### config.mk
export PLATFORM = sky130hd
export DESIGN_NAME = if_id_skid_reg
export DESIGN_NICKNAME = d
export VERILOG_FILES = /design/src/rtl/if_id_skid_reg_pkg.sv /design/src/rtl/if_id_skid_reg_dff_en_async.sv /design/src/rtl/if_id_skid_reg.sv
export SDC_FILE = /design/constraint.sdc
export NUM_CORES = 1
export LEC_CHECK = 0
export ABC_AREA = 1
export BUFFER_PORTS_ARGS = -buffer_cell sky130_fd_sc_hd__buf_4
export CAP_MARGIN = 20
export CORE_AREA = 2 2 87 152
export DETAILED_ROUTE_END_ITERATION = 12
export DIE_AREA = 0 0 89 154
export PLACE_DENSITY = 0.75
export SLEW_MARGIN = 10
export SYNTH_ARGS = -nofsm -noshare
export SYNTH_HDL_FRONTEND = slang
export SYNTH_SLANG_ARGS = --single-unit
### constraint.sdc
create_clock -name sys_clk_i -period 1.4 [get_ports sys_clk_i]
set_clock_uncertainty 0.05 [all_clocks]
set_input_delay 0.07 -clock sys_clk_i [delete_from_list [all_inputs] [get_ports sys_clk_i]]
set_output_delay 0.07 -clock sys_clk_i [all_outputs]
set_load 0.02 [all_outputs]
### src/rtl/if_id_skid_reg_pkg.sv
// Shared definitions for the IF->ID pipeline register: default widths,
// the architectural NOP encoding and the occupancy state encoding.
package if_id_skid_reg_pkg;

    localparam int          DEF_INST_W = 32;
    localparam int          DEF_ADDR_W = 32;
    localparam logic [31:0] INST_NOP   = 32'h00000013;

    typedef enum logic [1:0] {
        IFID_EMPTY = 2'd0,
        IFID_FULL  = 2'd1,
        IFID_SKID  = 2'd2
    } ifid_state_e;

endpackage

### src/rtl/if_id_skid_reg_dff_en_async.sv
// Enabled register with asynchronous active-low reset to a parameterised value.
module dff_en_async #(
    parameter int               WIDTH   = 1,
    parameter logic [WIDTH-1:0] RST_VAL = '0
) (
    input  logic             i_clk,
    input  logic             i_rst_n,
    input  logic             i_en,
    input  logic [WIDTH-1:0] i_d,
    output logic [WIDTH-1:0] o_q
);

    logic [WIDTH-1:0] r_q;

    always_ff @(posedge i_clk or negedge i_rst_n) begin
        if (!i_rst_n) begin
            r_q <= RST_VAL;
        end else if (i_en) begin
            r_q <= i_d;
        end
    end

    assign o_q = r_q;

endmodule

### src/rtl/if_id_skid_reg.sv
// IF->ID pipeline register with valid/ready handshake, a one-deep skid entry
// behind the output entry, and a synchronous flush that squashes both.
module if_id_skid_reg
    import if_id_skid_reg_pkg::*;
#(
    parameter int                INST_W   = DEF_INST_W,
    parameter int                ADDR_W   = DEF_ADDR_W,
    parameter logic [INST_W-1:0] NOP_INST = INST_W'(INST_NOP)
) (
    input  logic              sys_clk_i,
    input  logic              rst_n_i,
    input  logic              flush_i,
    input  logic              in_valid_i,
    output logic              in_ready_o,
    input  logic [ADDR_W-1:0] instruction_addr_i,
    input  logic [INST_W-1:0] instruction_i,
    output logic              out_valid_o,
    input  logic              out_ready_i,
    output logic [ADDR_W-1:0] instruction_addr_o,
    output logic [INST_W-1:0] instruction_o
);

    // Entry layout: {valid, addr, inst}; a cleared entry reads as NOP at address 0.
    localparam int               ENT_W   = 1 + ADDR_W + INST_W;
    localparam logic [ENT_W-1:0] ENT_CLR = {1'b0, {ADDR_W{1'b0}}, NOP_INST};

    ifid_state_e      r_state;
    ifid_state_e      w_state_next;
    logic             r_in_ready;
    logic             w_in_fire;
    logic             w_out_fire;
    logic [ENT_W-1:0] w_in_ent;
    logic [ENT_W-1:0] w_main_q;
    logic [ENT_W-1:0] w_main_d;
    logic             w_main_en;
    logic [ENT_W-1:0] w_skid_q;
    logic [ENT_W-1:0] w_skid_d;
    logic             w_skid_en;

    assign w_in_ent   = {1'b1, instruction_addr_i, instruction_i};
    assign w_in_fire  = in_valid_i & r_in_ready;
    assign w_out_fire = w_main_q[ENT_W-1] & out_ready_i;

    always_comb begin
        w_state_next = r_state;
        w_main_en    = 1'b0;
        w_main_d     = ENT_CLR;
        w_skid_en    = 1'b0;
        w_skid_d     = ENT_CLR;
        if (flush_i) begin
            w_state_next = IFID_EMPTY;
            w_main_en    = 1'b1;
            w_skid_en    = 1'b1;
        end else begin
            case (r_state)
                IFID_EMPTY: begin
                    if (w_in_fire) begin
                        w_state_next = IFID_FULL;
                        w_main_en    = 1'b1;
                        w_main_d     = w_in_ent;
                    end
                end
                IFID_FULL: begin
                    if (w_in_fire && w_out_fire) begin
                        w_main_en = 1'b1;
                        w_main_d  = w_in_ent;
                    end else if (w_out_fire) begin
                        w_state_next = IFID_EMPTY;
                        w_main_en    = 1'b1;
                    end else if (w_in_fire) begin
                        w_state_next = IFID_SKID;
                        w_skid_en    = 1'b1;
                        w_skid_d     = w_in_ent;
                    end
                end
                IFID_SKID: begin
                    if (w_out_fire) begin
                        w_state_next = IFID_FULL;
                        w_main_en    = 1'b1;
                        w_main_d     = w_skid_q;
                        w_skid_en    = 1'b1;
                    end
                end
                default: begin
                    w_state_next = IFID_EMPTY;
                    w_main_en    = 1'b1;
                    w_skid_en    = 1'b1;
                end
            endcase
        end
    end

    // Ready is registered from the next state so out_ready_i never reaches IF combinationally.
    always_ff @(posedge sys_clk_i or negedge rst_n_i) begin
        if (!rst_n_i) begin
            r_state    <= IFID_EMPTY;
            r_in_ready <= 1'b1;
        end else begin
            r_state    <= w_state_next;
            r_in_ready <= (w_state_next != IFID_SKID);
        end
    end

    dff_en_async #(
        .WIDTH   (ENT_W),
        .RST_VAL (ENT_CLR)
    ) u_main (
        .i_clk   (sys_clk_i),
        .i_rst_n (rst_n_i),
        .i_en    (w_main_en),
        .i_d     (w_main_d),
        .o_q     (w_main_q)
    );

    dff_en_async #(
        .WIDTH   (ENT_W),
        .RST_VAL (ENT_CLR)
    ) u_skid (
        .i_clk   (sys_clk_i),
        .i_rst_n (rst_n_i),
        .i_en    (w_skid_en),
        .i_d     (w_skid_d),
        .o_q     (w_skid_q)
    );

    assign in_ready_o         = r_in_ready;
    assign out_valid_o        = w_main_q[ENT_W-1];
    assign instruction_addr_o = w_main_q[ADDR_W+INST_W-1:INST_W];
    assign instruction_o      = w_main_q[INST_W-1:0];

endmodule

==> flow_summary.toml, run 1 <==
[yosys]
postSynthCellCount = 748
synth_flop_cell = "dfrtp_1"
syn_area_um2 = 6020
ys_top_cells_by_area = "dfrtp_1 52%, nand2_1 16%, o21ai_0 8.6%"
yosys.area.top_type_share_pct = 52.4
yosysTopAreaCell = "dfrtp_1"
avgSynthCellArea_um2 = 8.05
yosys_warnings = 0
synth_common_cells = "258 x nand2_1, 126 x dfrtp_1, 103 x o21ai_0"
ys_types = 21
yosysMostFrequentCell = "nand2_1"
synth_seq_cells = 133
synth-edff-count = 0
synth_fp_nets = 817
ys_async_sr_fraction_pct = 100
ys_seq_area_share_pct = 55.4

[critical_path]
reg2reg_slack_ns = -0.07
worstPathArrival_ns = 1.71
worstSetupEndpointType = "flip-flop"
crit_path_start = "in_ready_o$_DFF_PN1_"
crit_type = "reg -> reg"
reg2reg_from = "in_ready_o$_DFF_PN1_"
regToRegEndpoint = "u_skid.o_q[8]$_DFFE_PN0P_"
crit_path_end = "u_skid.o_q[8]$_DFFE_PN0P_"
required_ns = 1.64
crit_path_max_fanout = 21
start_kind = "flip-flop"
reg2reg_depth = 7

[sta]
fmax_mhz = 680
hold_violations = 0
setup_tns_ns = -3.28
drv_slew = 0
layout_min_cycle_time_ns = 1.47
relSlewSlack_pct = 78.9
setup_viol = 113
worst_pin_slew_ns = 0.313
period_share_pct = 105
rsz0062_at_grt = "yes"
setup_slack_ns = -0.0709

[cts]
cts_tree = "yes"
ctsRootBufferMaster = "clkbuf_16"
cts.sinks = 133
clk_path_buf_depth = 2
clk_latency_ns = 0.41
clk_pin_slew_ns = 0.06
htree_num_levels = 4
cts_inserted_buffers = 17

[placement]
place_congestion = 0.881
place_hpwl_um = 10800
io_buffers = 134

[global_route]
track_usage_pct = 26.0
grt_pass1_wl_um = 27900
antenna_found_initial = 0
grt_pass1_vias = 5856
grt_max_degree = 52
overflow = 0

[floorplan]
fp.dieArea_um2 = 13700
placementRows = 54
die_y_um = 154
io_pins = 135
core_area_um2 = 12400
die_x_um = 89
initial_utilization_pct = 48.4

[power_and_ir_drop]
power_w = 0.0114
p_sw_w = 0.00329
p_clk_share_pct = 38.9
power.leakage_nw = 4.70
powerDensity_nw_per_um2 = 1230
internal-power_w = 0.00814
comb_power_share_pct = 22.9
swShare_pct = 28.8
power_frac_seq_pct = 38.2
ir_drop_mv = 0.969

[route]
drtPass1Iterations = 5
ant_nets = 0
routed_wl_um = 18500
wl_per_cell_um = 16.0
initialDrtViolationCount = 461
route.detailed.drc = 0
via_count = 6024
routed_via_density = 5.19

[run]
cap_violations = 0

[cells_and_area]
syn_to_final_growth_pct = 54.6
diodes = 0
nNetsFinal = 1049
drive_gt1_share_pct = 29.7

[run_status]
status = "finished with violations"
violations = "setup timing"

[min_path]
holdCritPathClass = "in -> async"
[sequential cells by signal (all words and copies together), names as in the netlist]
signal and cells:
r_state 2, u_skid.o_q 65, u_main.o_q 65, in_ready_o 1
[cell families (layout without fill, tap and decap cells)]
kind of cell           count (synthesis)  after routing  synth area share, %
AOI/OAI and AO/OA                    134            134                 11.2
buffers and inverters                120            364                 8.73
DFF                                  133            133                 55.4
and+or+nand+nor                      361            361                 24.7
[power groups by stage]
stage          Combinational (W)  Clock, W  Sequential, W
6_report                 0.00262   0.00444        0.00437
2_1_floorplan           0.000819         0        0.00464
4_1_cts                  0.00234   0.00447        0.00436
5_1_grt                  0.00282   0.00469        0.00440
3_5_place_dp             0.00205         0        0.00442
3_3_place_gp             0.00203         0        0.00442
[metal layers]
| metal | GRT usage [%] | vias up | share of wire [%] |
|---|---|---|---|
| li1 | - | 2826 | - |
| met1 | 30.5 | 2902 | 37 |
| met2 | 46.2 | 242 | 55 |
| met3 | 5.15 | 54 | 4.6 |
| met4 | 8.67 | 0 | 3.3 |
| met5 | 0 | - | 0 |
[final cells by class]
cell class / instances / area, um2
flip-flops and latches: 133 / 3340
well taps: 168 / 210
clock buffers: 18 / 429
inverters: 76 / 295
multi-input cells: 495 / 2400
clock inverters: 13 / 160
fillers: 897 / 3130
repair buffers: 257 / 2470
[placed cells by master (no fill, tap or decap), types with 4 or more instances in the layout]
cell type / synthesis / final
nand2_4: 0 / 5
buf_6: 3 / 7
nand3_1: 68 / 64
clkbuf_16: 0 / 23
inv_2: 4 / 5
inv_1: 72 / 69
o21ai_0: 103 / 34
nand3_2: 2 / 4
nand2_1: 258 / 253
o21ai_1: 27 / 61
buf_4: 7 / 160
o21ai_2: 0 / 33
nand2_2: 5 / 4
dlygate4sd3_1: 0 / 65
dfstp_2: 7 / 7
nor2_4: 2 / 4
dfrtp_1: 126 / 123
nor2_1: 24 / 23
clkinv_4: 0 / 4
buf_12: 0 / 15
clkinv_2: 0 / 4
[repair_timing]
item | 4_1_cts | 5_1_grt
endpoints found under the hold margin | 246 | 0
pin swaps | 6 | 10
setup endpoints to repair | 127 | 129
buffers inserted | 3 | 2
resized for setup | 92 | 48
cloned | 2 | 6
hold buffers | 65 | 0
[per-stage QoR]
stage          std cells  instance area, um2  hold WS [ns]  utilization (%)  setup WS (ns)
3_5_place_dp        1051                7530        -0.110             60.6        -0.0878
5_1_grt             1160                9310        0.0352             74.8         -0.145
3_3_place_gp        1051                7530        -0.108             60.6        -0.0610
4_1_cts             1152                8970        0.0178             72.2        -0.0561
2_1_floorplan        748                6070        -0.276                -       -0.00739
6_report            1160                9310        0.0195             74.8        -0.0709
[worst min-delay path by stage]
stage	endpoint	slack, ns	depth (start not counted)
floorplan	r_state[0]$_DFF_PN0_	-0.28	0
global placement	u_main.o_q[49]$_DFFE_PN0P_	-0.11	1
detailed placement	u_main.o_q[49]$_DFFE_PN0P_	-0.11	1
CTS	u_main.o_q[49]$_DFFE_PN0P_	0.02	2
global route	u_main.o_q[49]$_DFFE_PN0P_	0.04	2
finish	u_main.o_q[49]$_DFFE_PN0P_	0.02	2
[worst max-delay path, stage by stage (launching register included)]
cell,delay [ns]
dfstp_2,0.55
nand2_4,0.08
nor2_4,0.12
buf_6,0.13
nand2_8,0.08
nand2_4,0.10
buf_12,0.16
o21ai_1,0.07
(Power assumes the default switching activity.)
==> run 2: changes to the inputs <==
--- a/config.mk
+++ b/config.mk
@@ -8,10 +8,11 @@
 export ABC_AREA = 1
 export BUFFER_PORTS_ARGS = -buffer_cell sky130_fd_sc_hd__buf_4
 export CAP_MARGIN = 20
-export CORE_AREA = 2 2 87 152
+export CORE_AREA = 2 2 86 149
+export CTS_BUF_LIST = sky130_fd_sc_hd__clkbuf_4 sky130_fd_sc_hd__clkbuf_8
 export DETAILED_ROUTE_END_ITERATION = 12
-export DIE_AREA = 0 0 89 154
-export PLACE_DENSITY = 0.75
+export DIE_AREA = 0 0 88 151
+export PLACE_DENSITY = 0.77
 export SLEW_MARGIN = 10
 export SYNTH_ARGS = -nofsm -noshare
 export SYNTH_HDL_FRONTEND = slang
==> run 2 against run 1 <==
Against the previous run:
- the flow still finishes with violations (setup timing)
- count of clock-buffer cells in the layout increased by 1
- worst setup slack worse by 0.072 ns
- hold slack improved by 0.011 ns
- global-route usage shrank 0.58 points
- cell area fell by 2.3%
- register-to-register slack worse by 0.07 ns
- sequential power about the same
- die area down 3.0%
- first-iteration DRC count decreased by 8.7%
- critical path depth fell by 1
- flip-flop and latch count did not move
==> flow_summary.toml, run 2 (same netlist as run 1, synthesis figures left out) <==
[critical_path]
crit_path_max_fanout = 9
worstSetupEndpointType = "flip-flop"
crit_type = "reg -> reg"
max_stage_delay_ns = 0.47
regToRegEndpoint = "u_skid.o_q[27]$_DFFE_PN0P_"
required_ns = 1.70
reg2reg_slack_ns = -0.14
reg2reg_from = "r_state[0]$_DFF_PN0_"
crit_top_cell = "nand2_2"
reg2reg_depth = 6
worstPathArrival_ns = 1.84
start_kind = "flip-flop"
cp_slowest_cell = "dfrtp_2"
path_cells = "nand2_2, nand2_2, nor2_4, nand2_8, clkbuf_16, o21ai_0"

[route]
via_count = 6030
initialDrtViolationCount = 421
routed_wl_um = 18700
route.detailed.drc = 0
wl_per_cell_um = 16.3
drtPass1Iterations = 5
ant_nets = 0
routed_via_density = 5.24

[global_route]
track_usage_pct = 25.4
antenna_found_initial = 0
grt_pass1_wl_um = 26400
overflow = 0
grt_max_degree = 40
grt_pass1_vias = 5575

[placement]
place_congestion = 0.853
place_hpwl_um = 10400
place_ws_ns = -0.104
io_buffers = 134

[cts]
ctsRootBufferMaster = "clkbuf_8"
htree_num_levels = 4
clk_latency_ns = 0.44
cts_tree = "yes"
clk_path_buf_depth = 2
cts.sinks = 133
cts_inserted_buffers = 17
clk_pin_slew_ns = 0.08

[sta]
whs_ns = 0.0306
setup_viol = 130
hold_violations = 0
layout_min_cycle_time_ns = 1.54
drv_slew = 0
period_share_pct = 110
rsz0062_at_grt = "yes"
relSlewSlack_pct = 72.4
fmax_mhz = 648
setup_slack_ns = -0.142
worst_pin_slew_ns = 0.414

[power_and_ir_drop]
powerDensity_nw_per_um2 = 1130
ir_drop_mv = 0.905
power.leakage_nw = 4.59

[floorplan]
io_pins = 135
core_area_um2 = 12000
fp.dieArea_um2 = 13300
die_x_um = 88
initial_utilization_pct = 50.2
placementRows = 53
die_y_um = 151

[cells_and_area]
final_cell_mix = "227 x nand2_1, 153 x buf_4, 123 x dfrtp_1, 69 x inv_1"
fill_cells = 806
diodes = 0
syn_to_final_growth_pct = 51.0
utilization_pct = 75.7
final_common_cell = "nand2_1"
drive_gt1_share_pct = 31.0
nNetsFinal = 1041

[run]
cap_violations = 0

[min_path]
holdCritPathClass = "in -> async"

[run_status]
violations = "setup timing"
status = "finished with violations"
[run 2: cell count changes in the layout (fill, tap and decap cells not counted), moves of 5 or more]
cell / previous run / this run
nand2_1: 253 / 227
nand2_2: 4 / 27
clkbuf_8: 0 / 19
clkbuf_16: 23 / 7
o21ai_0: 34 / 46
o21ai_2: 33 / 22
buf_4: 160 / 153
inv_6: 0 / 5
[run 2: area by class of cell]
type                            count  area (um2)  area share (%)
Sequential cell                   133        3340            36.8
Timing Repair Buffer              249        2390            26.3
Multi-Input combinational cell    495        2440            26.8
Clock buffer                       19         262            2.88
Inverter                           76         303            3.33
Tap cell                          165         206            2.27
Clock inverter                     13         148            1.62
[run 2: how the worst max path moves through the flow]
stage,start,to,slack [ns],cells past startpoint
CTS,in_ready_o$_DFF_PN1_,u_skid.o_q[61]$_DFFE_PN0P_,-0.07,6
finish,r_state[0]$_DFF_PN0_,u_skid.o_q[27]$_DFFE_PN0P_,-0.14,6
detailed placement,r_state[1]$_DFF_PN0_,u_skid.o_q[24]$_DFFE_PN0P_,-0.10,7
floorplan,in_ready_o$_DFF_PN1_,u_main.o_q[57]$_DFFE_PN0P_,-0.007,7
global placement,r_state[1]$_DFF_PN0_,u_main.o_q[32]$_DFFE_PN0P_,-0.07,7
global route,r_state[0]$_DFF_PN0_,u_skid.o_q[27]$_DFFE_PN0P_,-0.21,6
[run 2: power breakdown]
| group | total (W) | switching [W] | internal [W] |
|---|---|---|---|
| Clock | 0.00330 | 0.00160 | 0.00170 |
| Combinational | 0.00261 | 0.00146 | 0.00115 |
| Sequential | 0.00437 | 0.000199 | 0.00417 |
| Total | 0.0103 | 0.00326 | 0.00703 |
[run 2: through the flow]
step	setup TNS [ns]	total power [W]	cells	area [um2]
after global placement	-1.72	0.00642	1040	7480
after detailed placement	-6.80	0.00646	1040	7480
after global routing	-16.70	0.0107	1150	9090
final	-8.82	0.0103	1150	9090
after CTS	-4.33	0.00990	1138	8570
after floorplan	-0.243	0.00546	748	6070
[run 2: worst max-delay path: cells and delay by family (launching register included)]
kind,cells,cell delay [ns]
simple gates,4,0.57
flops,1,0.47
compound gates,1,0.19
buf+inv,1,0.18
[run 2: metal layers]
| layer | track usage (%) | up-vias | part of all wire (%) |
|---|---|---|---|
| met4 | 10.8 | 0 | 3.8 |
| met3 | 4.58 | 64 | 4.5 |
| met2 | 44.4 | 273 | 54 |
| met1 | 30.2 | 2881 | 37 |
| met5 | 0 | - | 0 |
| li1 | - | 2812 | - |
[run 2: timing repair]
item / 4_1_cts / 5_1_grt
buffers inserted: 1 / 3
pin swaps: 0 / 2
resized for setup: 7 / 135
endpoints found under the hold margin: 259 / 0
setup endpoints to repair: 127 / 131
gates cloned: 0 / 9
hold buffers: 65 / 0
